## config.mk

```make
export PLATFORM = sky130hd
export DESIGN_NAME = basket_controller
export DESIGN_NICKNAME = d
export VERILOG_FILES = /design/src/rtl/basket_controller.sv
export SDC_FILE = /design/constraint.sdc
export NUM_CORES = 1
export LEC_CHECK = 0
export CORE_MARGIN = 2
export CORE_UTILIZATION = 25
export CTS_CLUSTER_DIAMETER = 30
export DETAILED_ROUTE_END_ITERATION = 6
export GPL_TIMING_DRIVEN = 0
export PLACE_DENSITY = 0.43
export SLEW_MARGIN = 20
export SYNTH_ARGS = -nofsm -noshare
export SYNTH_HDL_FRONTEND = slang
export SYNTH_SLANG_ARGS = --single-unit
```

## constraint.sdc

```tcl
create_clock -name CLOCK_50 -period 9.5 [get_ports CLOCK_50]
set_input_delay 0.95 -clock CLOCK_50 [delete_from_list [all_inputs] [get_ports CLOCK_50]]
set_output_delay 0.95 -clock CLOCK_50 [all_outputs]
set_load 0.05 [all_outputs]
```

## src/rtl/basket_controller.sv

```systemverilog
// rtl/basket_controller.sv - shopping basket of 8 {ID, qty} slots with running total price
// Linear-scan FSM: IDLE -> SCAN (one slot per cycle) -> UPDATE -> RESP.
module basket_controller (
    input  logic        CLOCK_50,
    input  logic        RESET_N,
    input  logic        ENABLE,
    input  logic [3:0]  ProductID,
    input  logic [3:0]  ProductQuantity,
    input  logic        CLEAR,
    input  logic [2:0]  RD_IDX,
    output logic [3:0]  RD_ID,
    output logic [3:0]  RD_QTY,
    output logic [3:0]  ItemCount,
    output logic [11:0] TotalPrice,
    output logic        BUSY,
    output logic        DONE,
    output logic        ERR,
    output logic [1:0]  ERR_CODE
);

    typedef enum logic [1:0] {S_IDLE, S_SCAN, S_UPDATE, S_RESP} state_t;

    state_t      r_state, w_next;
    logic [3:0]  r_slot_id  [8];
    logic [3:0]  r_slot_qty [8];
    logic [3:0]  r_count;
    logic [11:0] r_total;
    logic [3:0]  r_id, r_qty;
    logic [2:0]  r_scan_idx, r_match_idx;
    logic        r_found, r_done, r_err;
    logic [1:0]  r_err_code;
    logic [3:0]  r_rd_id, r_rd_qty;

    logic        w_id_valid, w_scan_last, w_hit;
    logic [11:0] w_price;
    logic [3:0]  w_old_qty, w_new_qty, w_last;
    logic [4:0]  w_sum;

    function automatic logic [4:0] price(input logic [3:0] id);
        case (id)
            4'd0:    price = 5'd3;
            4'd1:    price = 5'd5;
            4'd2:    price = 5'd7;
            4'd3:    price = 5'd10;
            4'd4:    price = 5'd12;
            4'd5:    price = 5'd15;
            4'd6:    price = 5'd2;
            4'd7:    price = 5'd4;
            4'd8:    price = 5'd6;
            4'd9:    price = 5'd8;
            4'd10:   price = 5'd20;
            4'd11:   price = 5'd25;
            default: price = 5'd0;
        endcase
    endfunction

    assign w_id_valid  = (ProductID <= 4'd11);
    // k = max(ItemCount,1) scan cycles: the last one is when idx+1 reaches the count
    assign w_scan_last = (({1'b0, r_scan_idx} + 4'd1) >= r_count);
    assign w_hit       = ({1'b0, r_scan_idx} < r_count) && (r_slot_id[r_scan_idx] == r_id);
    assign w_price     = 12'(price(r_id));
    assign w_old_qty   = r_slot_qty[r_match_idx];
    assign w_sum       = {1'b0, w_old_qty} + {1'b0, r_qty};
    assign w_new_qty   = (w_sum > 5'd15) ? 4'd15 : w_sum[3:0];
    assign w_last      = r_count - 4'd1;

    always_ff @(posedge CLOCK_50 or negedge RESET_N) begin
        if (!RESET_N) r_state <= S_IDLE;
        else          r_state <= w_next;
    end

    always_comb begin
        w_next = r_state;
        case (r_state)
            S_IDLE:   if (ENABLE) w_next = w_id_valid ? S_SCAN : S_RESP;
            S_SCAN:   if (w_scan_last) w_next = S_UPDATE;
            S_UPDATE: w_next = S_RESP;
            S_RESP:   w_next = S_IDLE;
            default:  w_next = S_IDLE;
        endcase
        if (CLEAR) w_next = S_IDLE;
    end

    always_ff @(posedge CLOCK_50 or negedge RESET_N) begin
        if (!RESET_N) begin
            for (int i = 0; i < 8; i++) begin
                r_slot_id[i]  <= 4'd0;
                r_slot_qty[i] <= 4'd0;
            end
            r_count     <= 4'd0;
            r_total     <= 12'd0;
            r_id        <= 4'd0;
            r_qty       <= 4'd0;
            r_scan_idx  <= 3'd0;
            r_match_idx <= 3'd0;
            r_found     <= 1'b0;
            r_done      <= 1'b0;
            r_err       <= 1'b0;
            r_err_code  <= 2'b00;
            r_rd_id     <= 4'd0;
            r_rd_qty    <= 4'd0;
        end else begin
            r_rd_id  <= r_slot_id[RD_IDX];
            r_rd_qty <= r_slot_qty[RD_IDX];
            r_done   <= 1'b0;
            r_err    <= 1'b0;
            if (CLEAR) begin
                for (int i = 0; i < 8; i++) begin
                    r_slot_id[i]  <= 4'd0;
                    r_slot_qty[i] <= 4'd0;
                end
                r_count <= 4'd0;
                r_total <= 12'd0;
            end else begin
                case (r_state)
                    S_IDLE: if (ENABLE) begin
                        if (w_id_valid) begin
                            r_id       <= ProductID;
                            r_qty      <= ProductQuantity;
                            r_scan_idx <= 3'd0;
                            r_found    <= 1'b0;
                            r_err_code <= 2'b00;
                        end else begin
                            r_err      <= 1'b1;
                            r_err_code <= 2'b01;
                        end
                    end
                    S_SCAN: begin
                        if (w_hit && !r_found) begin
                            r_found     <= 1'b1;
                            r_match_idx <= r_scan_idx;
                        end
                        r_scan_idx <= r_scan_idx + 3'd1;
                    end
                    S_UPDATE: begin
                        if (r_found && r_qty != 4'd0) begin
                            r_slot_qty[r_match_idx] <= w_new_qty;
                            r_total <= r_total - w_price * 12'(w_old_qty) + w_price * 12'(w_new_qty);
                            r_done  <= 1'b1;
                        end else if (r_found) begin
                            // move the last slot into the hole; zeroing last wins when they coincide
                            r_slot_id[r_match_idx]  <= r_slot_id[w_last[2:0]];
                            r_slot_qty[r_match_idx] <= r_slot_qty[w_last[2:0]];
                            r_slot_id[w_last[2:0]]  <= 4'd0;
                            r_slot_qty[w_last[2:0]] <= 4'd0;
                            r_count <= w_last;
                            r_total <= r_total - w_price * 12'(w_old_qty);
                            r_done  <= 1'b1;
                        end else if (r_qty != 4'd0 && !r_count[3]) begin
                            r_slot_id[r_count[2:0]]  <= r_id;
                            r_slot_qty[r_count[2:0]] <= r_qty;
                            r_count <= r_count + 4'd1;
                            r_total <= r_total + w_price * 12'(r_qty);
                            r_done  <= 1'b1;
                        end else begin
                            r_err      <= 1'b1;
                            r_err_code <= (r_qty != 4'd0) ? 2'b10 : 2'b11;
                        end
                    end
                    default: ;
                endcase
            end
        end
    end

    assign RD_ID      = r_rd_id;
    assign RD_QTY     = r_rd_qty;
    assign ItemCount  = r_count;
    assign TotalPrice = r_total;
    assign BUSY       = (r_state != S_IDLE);
    assign DONE       = r_done;
    assign ERR        = r_err;
    assign ERR_CODE   = r_err_code;

endmodule

```

# Word level (Yosys, flattened, before mapping)
# Memories as Yosys holds them, arrays and structs flattened.
# Index checks and enable logic that the tools add are counted.
dict set report word_totals {
  regBits 109
  latch_bits 0
  mem_bits_rw 0
  rom_bits 80
  inputBits 15
  out_inout_bits 29
  wordCells 181
  n_memories 1
}
dict set report op_classes {
  add_sub_neg 8
  multipliers 3
  div 0
  magnitude_cmp 12
  n_eq_ne 13
  n_shift 0
  n_mux 81
  bitwise 9
  reduce_logical 25
}
# name words word_bits rd rd_clocked_by_memory_dff wr line
set mem_list {}
lappend mem_list {{(name not given)} 16 5 1 0 0 40} ;# case (id)
# op count
set op_table {}
lappend op_table {{32-bit two-way mux} 10}
lappend op_table {{32-bit bitwise mux} 5}
lappend op_table {{4-bit two-way mux} 21}
lappend op_table {{4-bit binary-select mux with 3-bit select} 6}
lappend op_table {{32-bit AND} 2}
lappend op_table {{12-bit two-way mux} 5}
lappend op_table {{4-bit demux with 3-bit select} 3}
lappend op_table {{32-bit inverter} 1}
lappend op_table {{5-bit by 4-bit multiplier with 9-bit output} 3}
lappend op_table {{12-bit by 9-bit adder with 12-bit output} 2}
lappend op_table {{4-bit >= comparator (second input constant)} 5}
lappend op_table {{3-bit inverter with 4-bit output} 5}
lappend op_table {{1-bit two-way mux} 16}
lappend op_table {{2-bit two-way mux} 8}
lappend op_table {{2-bit != test (second input constant)} 7}
lappend op_table {{4-bit by 1-bit < comparator with 1-bit output (second input constant)} 3}
lappend op_table {{12-bit by 9-bit subtractor with 12-bit output} 1}
lappend op_table {{2-bit one-hot mux with 4 select lines} 1}
lappend op_table {{4-bit AND reduction} 2}
lappend op_table {{2-bit nonzero test} 4}
lappend op_table {{4-bit nonzero test} 2}
lappend op_table {{1-bit logical AND} 7}
lappend op_table {{3-bit two-way mux} 2}
lappend op_table {{3-bit != test (second input constant)} 2}
lappend op_table {{other kinds (23)} 28}

# Logic depth before layout (Yosys ltp)
dict set report depth {
  ltp_word 12
  ltp_mapped 31
  mapped_depth_nobuf 30
}

# Least setup slack after synthesis
# Ideal clock, no wire load.
dict set report synth_timing {
  kind {register -> register}
  startpoint {reg r_match_idx[0]}
  endpoint {reg r_total[11], in the netlist TotalPrice[11]}
  arrival_ns 6.554
  required_ns 9.375
  setup_slack_ns 2.822
  path_stages_with_launch 30
  path_buffers 3
  path_cell_list {dfrtp_1 > clkbuf_1 > nor2_1 > and2_1 > clkbuf_1 > clkbuf_1 > a22oi_1 > and3_1 > inv_1 > nand2_1 > fa_1 > fa_1 > inv_1 > fa_1 > inv_1 > ha_1 > nand3_1 > a21oi_1 > or3_1 > a21oi_1 > xor2_1 > fa_1 > inv_1 > ha_1 > o221ai_1 > a21oi_1 > o21ai_0 > xor2_1 > a211oi_1 > mux2_2}
}
dict set report synth_between {
  elab_chain_cells 12
  word_cells_on_any_way 15
  classes_between {add/sub: 3; mul: 2; order compare: 1; mux: 8; bitwise: 1}
}
# element line
set synth_rtl {}
lappend synth_rtl {{start: declaration} 29} ;# logic [2:0] r_scan_idx, r_match_idx;
lappend synth_rtl {{start signal: assignment} 131} ;# r_match_idx <= r_scan_idx;
lappend synth_rtl {{3-bit inverter with 4-bit output (not written as such) *} 62} ;# assign w_old_qty = r_slot_qty[r_match_idx];
lappend synth_rtl {{4-bit binary-select mux with 3-bit select *} 62}
lappend synth_rtl {{4-bit two-way mux (not written as such) * (2 in a row)} 62}
lappend synth_rtl {{4-bit by 4-bit adder with 5-bit output} 63} ;# assign w_sum = {1'b0, w_old_qty} + {1'b0, r_qty};
lappend synth_rtl {{5-bit by 4-bit > comparator with 1-bit output} 64} ;# assign w_new_qty = (w_sum > 5'd15) ? 4'd15 : w_sum[3:0];
lappend synth_rtl {{4-bit two-way mux} 64}
lappend synth_rtl {{5-bit by 4-bit multiplier with 9-bit output} 138} ;# r_total <= r_total - w_price * 12'(w_old_qty) + w_price * 12'(w_new_qty);
lappend synth_rtl {{12-bit by 9-bit adder with 12-bit output} 138}
lappend synth_rtl {{12-bit two-way mux *} 136} ;# if (r_found && r_qty != 4'd0) begin
lappend synth_rtl {{12-bit two-way mux *} 115} ;# case (r_state)
lappend synth_rtl {{12-bit two-way mux *} 107} ;# if (CLEAR) begin
lappend synth_rtl {{end signal: assignment} 138}
lappend synth_rtl {{end signal: assignment} 147} ;# r_total <= r_total - w_price * 12'(w_old_qty);
lappend synth_rtl {{end signal: assignment} 153} ;# r_total <= r_total + w_price * 12'(r_qty);
lappend synth_rtl {{end: declaration} 27} ;# logic [11:0] r_total;
# Every way passes the cells marked *; elsewhere a longest branch is shown, timed or not. The select of a mux whose other input is x is not followed.
# A chain may end at the register's enable or synchronous reset.

# Worst setup path after layout
# Ends and elaborated chain as after synthesis.

==> flow_metrics.py <==
metrics = {
    "drt": {
        "vias_per_cell": 5.424,
        "firstDrtPassIters": 6,
        "drt-total-wl_um": 46300,
        "routedWlPerCell_um": 23.49,
        "vias": 10690,
        "drc": 0,
        "drt_iter0_markers": 1047,
        "drtAntennaViolNets": 0,
    },
    "sta": {
        "maxSlewHeadroom_pct": 24.69,
        "maxSlewViolCount": 0,
        "whs_ps": 416.7,
        "fin_crit_sh_pct": 91.51,
        "rsz0062_at_grt": "false",
        "fin_crit_ps": 8693,
        "hold_viol": 0,
        "max_freq_mhz": 115.0,
        "finalClockSkew_ps": 17.72,
        "setup_viol": 0,
        "tns_ps": 0,
        "tightest_slew_ps": 1130,
    },
    "clock_network": {
        "numCtsBuffers": 9,
        "ctsRootBufferMaster": "clkbuf_16",
        "ctsHtreeMaxLevel": 3,
        "cts_setup_buffers": 0,
        "hold_buffers": 0,
        "cts_repair_resize_count": 0,
        "cts.path.max_buffers": 2,
        "path_clk_slew_ps": 90,
        "cts_tree": "built",
        "clock_latency_ps": 410,
        "cts.sinks": 109,
    },
    "die": {
        "start_util_pct": 25.41,
        "die_w_um": 216.5,
        "coreArea_um2": 44410,
        "die_h_um": 216.5,
        "die_area_um2": 46850,
        "rows": 77,
        "io_pins": 44,
    },
    "synth": {
        "yosys.cell_count.top_type": "nor2_1",
        "synth_flop_cell": "dfrtp_1",
        "synth-edff-count": 0,
        "synthesis.instances": 1322,
        "yosysTopAreaCellShare_pct": 24.17,
        "syn_area_um2": 11280,
        "yosys-top-cells-area": "dfrtp_1, ha_1, nor2_1",
        "ys_ff_latch": 109,
        "syn_area_per_cell_um2": 8.536,
        "async_flop_share_pct": 100.0,
        "synthDistinctLibCells": 77,
        "synth_top_cell_by_area": "dfrtp_1",
        "ys_seq_area_share_pct": 24.17,
        "yosys_warnings": 0,
        "synthTopCellsByCount": "nor2_1, inv_1, dfrtp_1",
        "syn_nets": 1453,
    },
    "place": {
        "placed_cells": 1955,
        "dp_hpwl_um": 34630,
        "gp_congestion": 0.8779,
        "io_buffer_count": 40,
    },
    "critical_path": {
        "cp.arrival_ps": 8990,
        "r2r_start": "r_match_idx[0]$_DFFE_PN0P_",
        "critical_path.top_delay_family": "adder cells",
        "path_buf_inv": 6,
        "worstSetupStartpoint": "r_match_idx[0]$_DFFE_PN0P_",
        "end_kind": "flop",
        "cp-start-kind": "flop",
        "slowest_delay_ps": 610,
        "cp_max_fo": 10,
        "crit_slowest_cell": "nor3_2",
        "crit_required_ps": 9800,
        "timing.setup.critical_path_class": "reg2reg",
    },
    "global_routing": {
        "grt_pass1_vias": 10450,
        "grt_first_pass_wirelength_um": 69460,
        "grt_overflow": 0,
        "antenna_found_initial": 0,
        "grt_max_degree": 75,
        "grt_usage_pct": 19.94,
    },
    "cells_and_area": {
        "final_cells": 1971,
        "area_delta_synth_final_pct": 13.22,
        "drive_gt1_share_pct": 9.210,
        "final_util_pct": 28.77,
        "antenna_cells": 0,
        "fin_nets": 1505,
    },
    "worst_hold_path": {
        "hold_path_class": "in2async",
    },
    "flow_run": {
        "max_cap_viol_count": 0,
    },
    "status": {
        "outcome": "completed",
    },
}
## cells in the final DEF (no fill, tap or decap), types with 6 or more instances in the layout
cell type,n
buf_1,6
clkdlybuf4s50_1,39
mux4_2,21
mux2i_1,37
nand3_1,14
nand2_1,92
o21a_1,6
xnor2_1,15
o21ai_1,22
nor2_2,10
a32o_1,31
a21o_1,8
a311oi_1,8
a211oi_1,41
a22o_1,9
a221oi_1,12
clkbuf_1,56
o21ai_0,75
fa_1,37
nor3_1,16
clkbuf_16,9
mux2_2,19
nor2_1,201
xor2_1,15
and3_1,6
a22oi_1,31
ha_1,79
a211oi_2,6
nor2b_1,8
a21oi_1,65
nand2b_1,18
buf_2,12
a31oi_1,15
dfrtp_1,109
and2_1,6
inv_1,114
## registers in the layout (all words and copies together) (netlist names), 4 cells and up
name        cells
r_slot_qty     32
RD_ID           4
ItemCount       4
r_qty           4
r_id            4
TotalPrice     12
r_slot_id      32
RD_QTY          4
## layout make-up
cell class                      count  area (µm²)
Fill cell                        4750       31640
Multi-Input combinational cell   1019        7792
Sequential cell                   109        2728
Tap cell                          592       740.7
Timing Repair Buffer               41       432.9
Inverter                          115       431.7
Buffer                             79       341.6
Clock buffer                       10       229.0
Clock inverter                      6       80.08
## logic make-up (layout without fill, tap and decap cells)
group,after synthesis,count (layout),share of synthesized area (%)
AO/OA/AOI/OAI,385,385,24.30
XOR/XNOR,32,32,2.617
adder cells (fa/ha/maj),116,116,15.32
buffers and inverters,194,251,6.852
flip-flops,109,109,24.17
multiplexers,82,82,10.27
AND/OR/NAND/NOR,404,404,16.47
## path summary, 6_finish.rpt
check                      slack, ps                    endpoint  cells past startpoint
setup reg to reg                 810  TotalPrice[11]$_DFFE_PN0P_                     29
max in group asynchronous       8350  r_slot_qty[24]$_DFFE_PN0P_                      2
hold / removal                   420   TotalPrice[4]$_DFFE_PN0P_                      1
hold reg to reg                  560     ERR_CODE[1]$_DFFE_PN0P_                      1
setup / recovery                 810  TotalPrice[11]$_DFFE_PN0P_                     29
min in group CLOCK_50            560     ERR_CODE[1]$_DFFE_PN0P_                      1
## metal layers
layer | global-route usage [%] | share of wire [%] | vias to the layer above
li1 | - | - | 4888
met1 | 27.59 | 45 | 5305
met2 | 31.22 | 45 | 434
met3 | 4.281 | 7.4 | 64
met4 | 5.731 | 2.4 | 0
met5 | 0 | 0 | -
## worst reg2reg max path, delay by kind of cell (launching register included)
kind	cells	cell delay, ps
buf+inv	6	1530
simple gates	7	1840
mux	1	400
compound gates	7	1910
xor+xnor	2	260
fa+ha+maj	6	2370
flops	1	330
## per-stage QoR
step	instance area, µm²	worst slack, ps
floorplan	11280	2822
global placement	12430	390.3
detailed placement	12470	920.7
CTS	12780	878.0
global route	12780	325.5
finish	12780	806.7
Power is not shown: default switching activity piles up to over one toggle a cycle in this logic, so the estimate is an artifact.
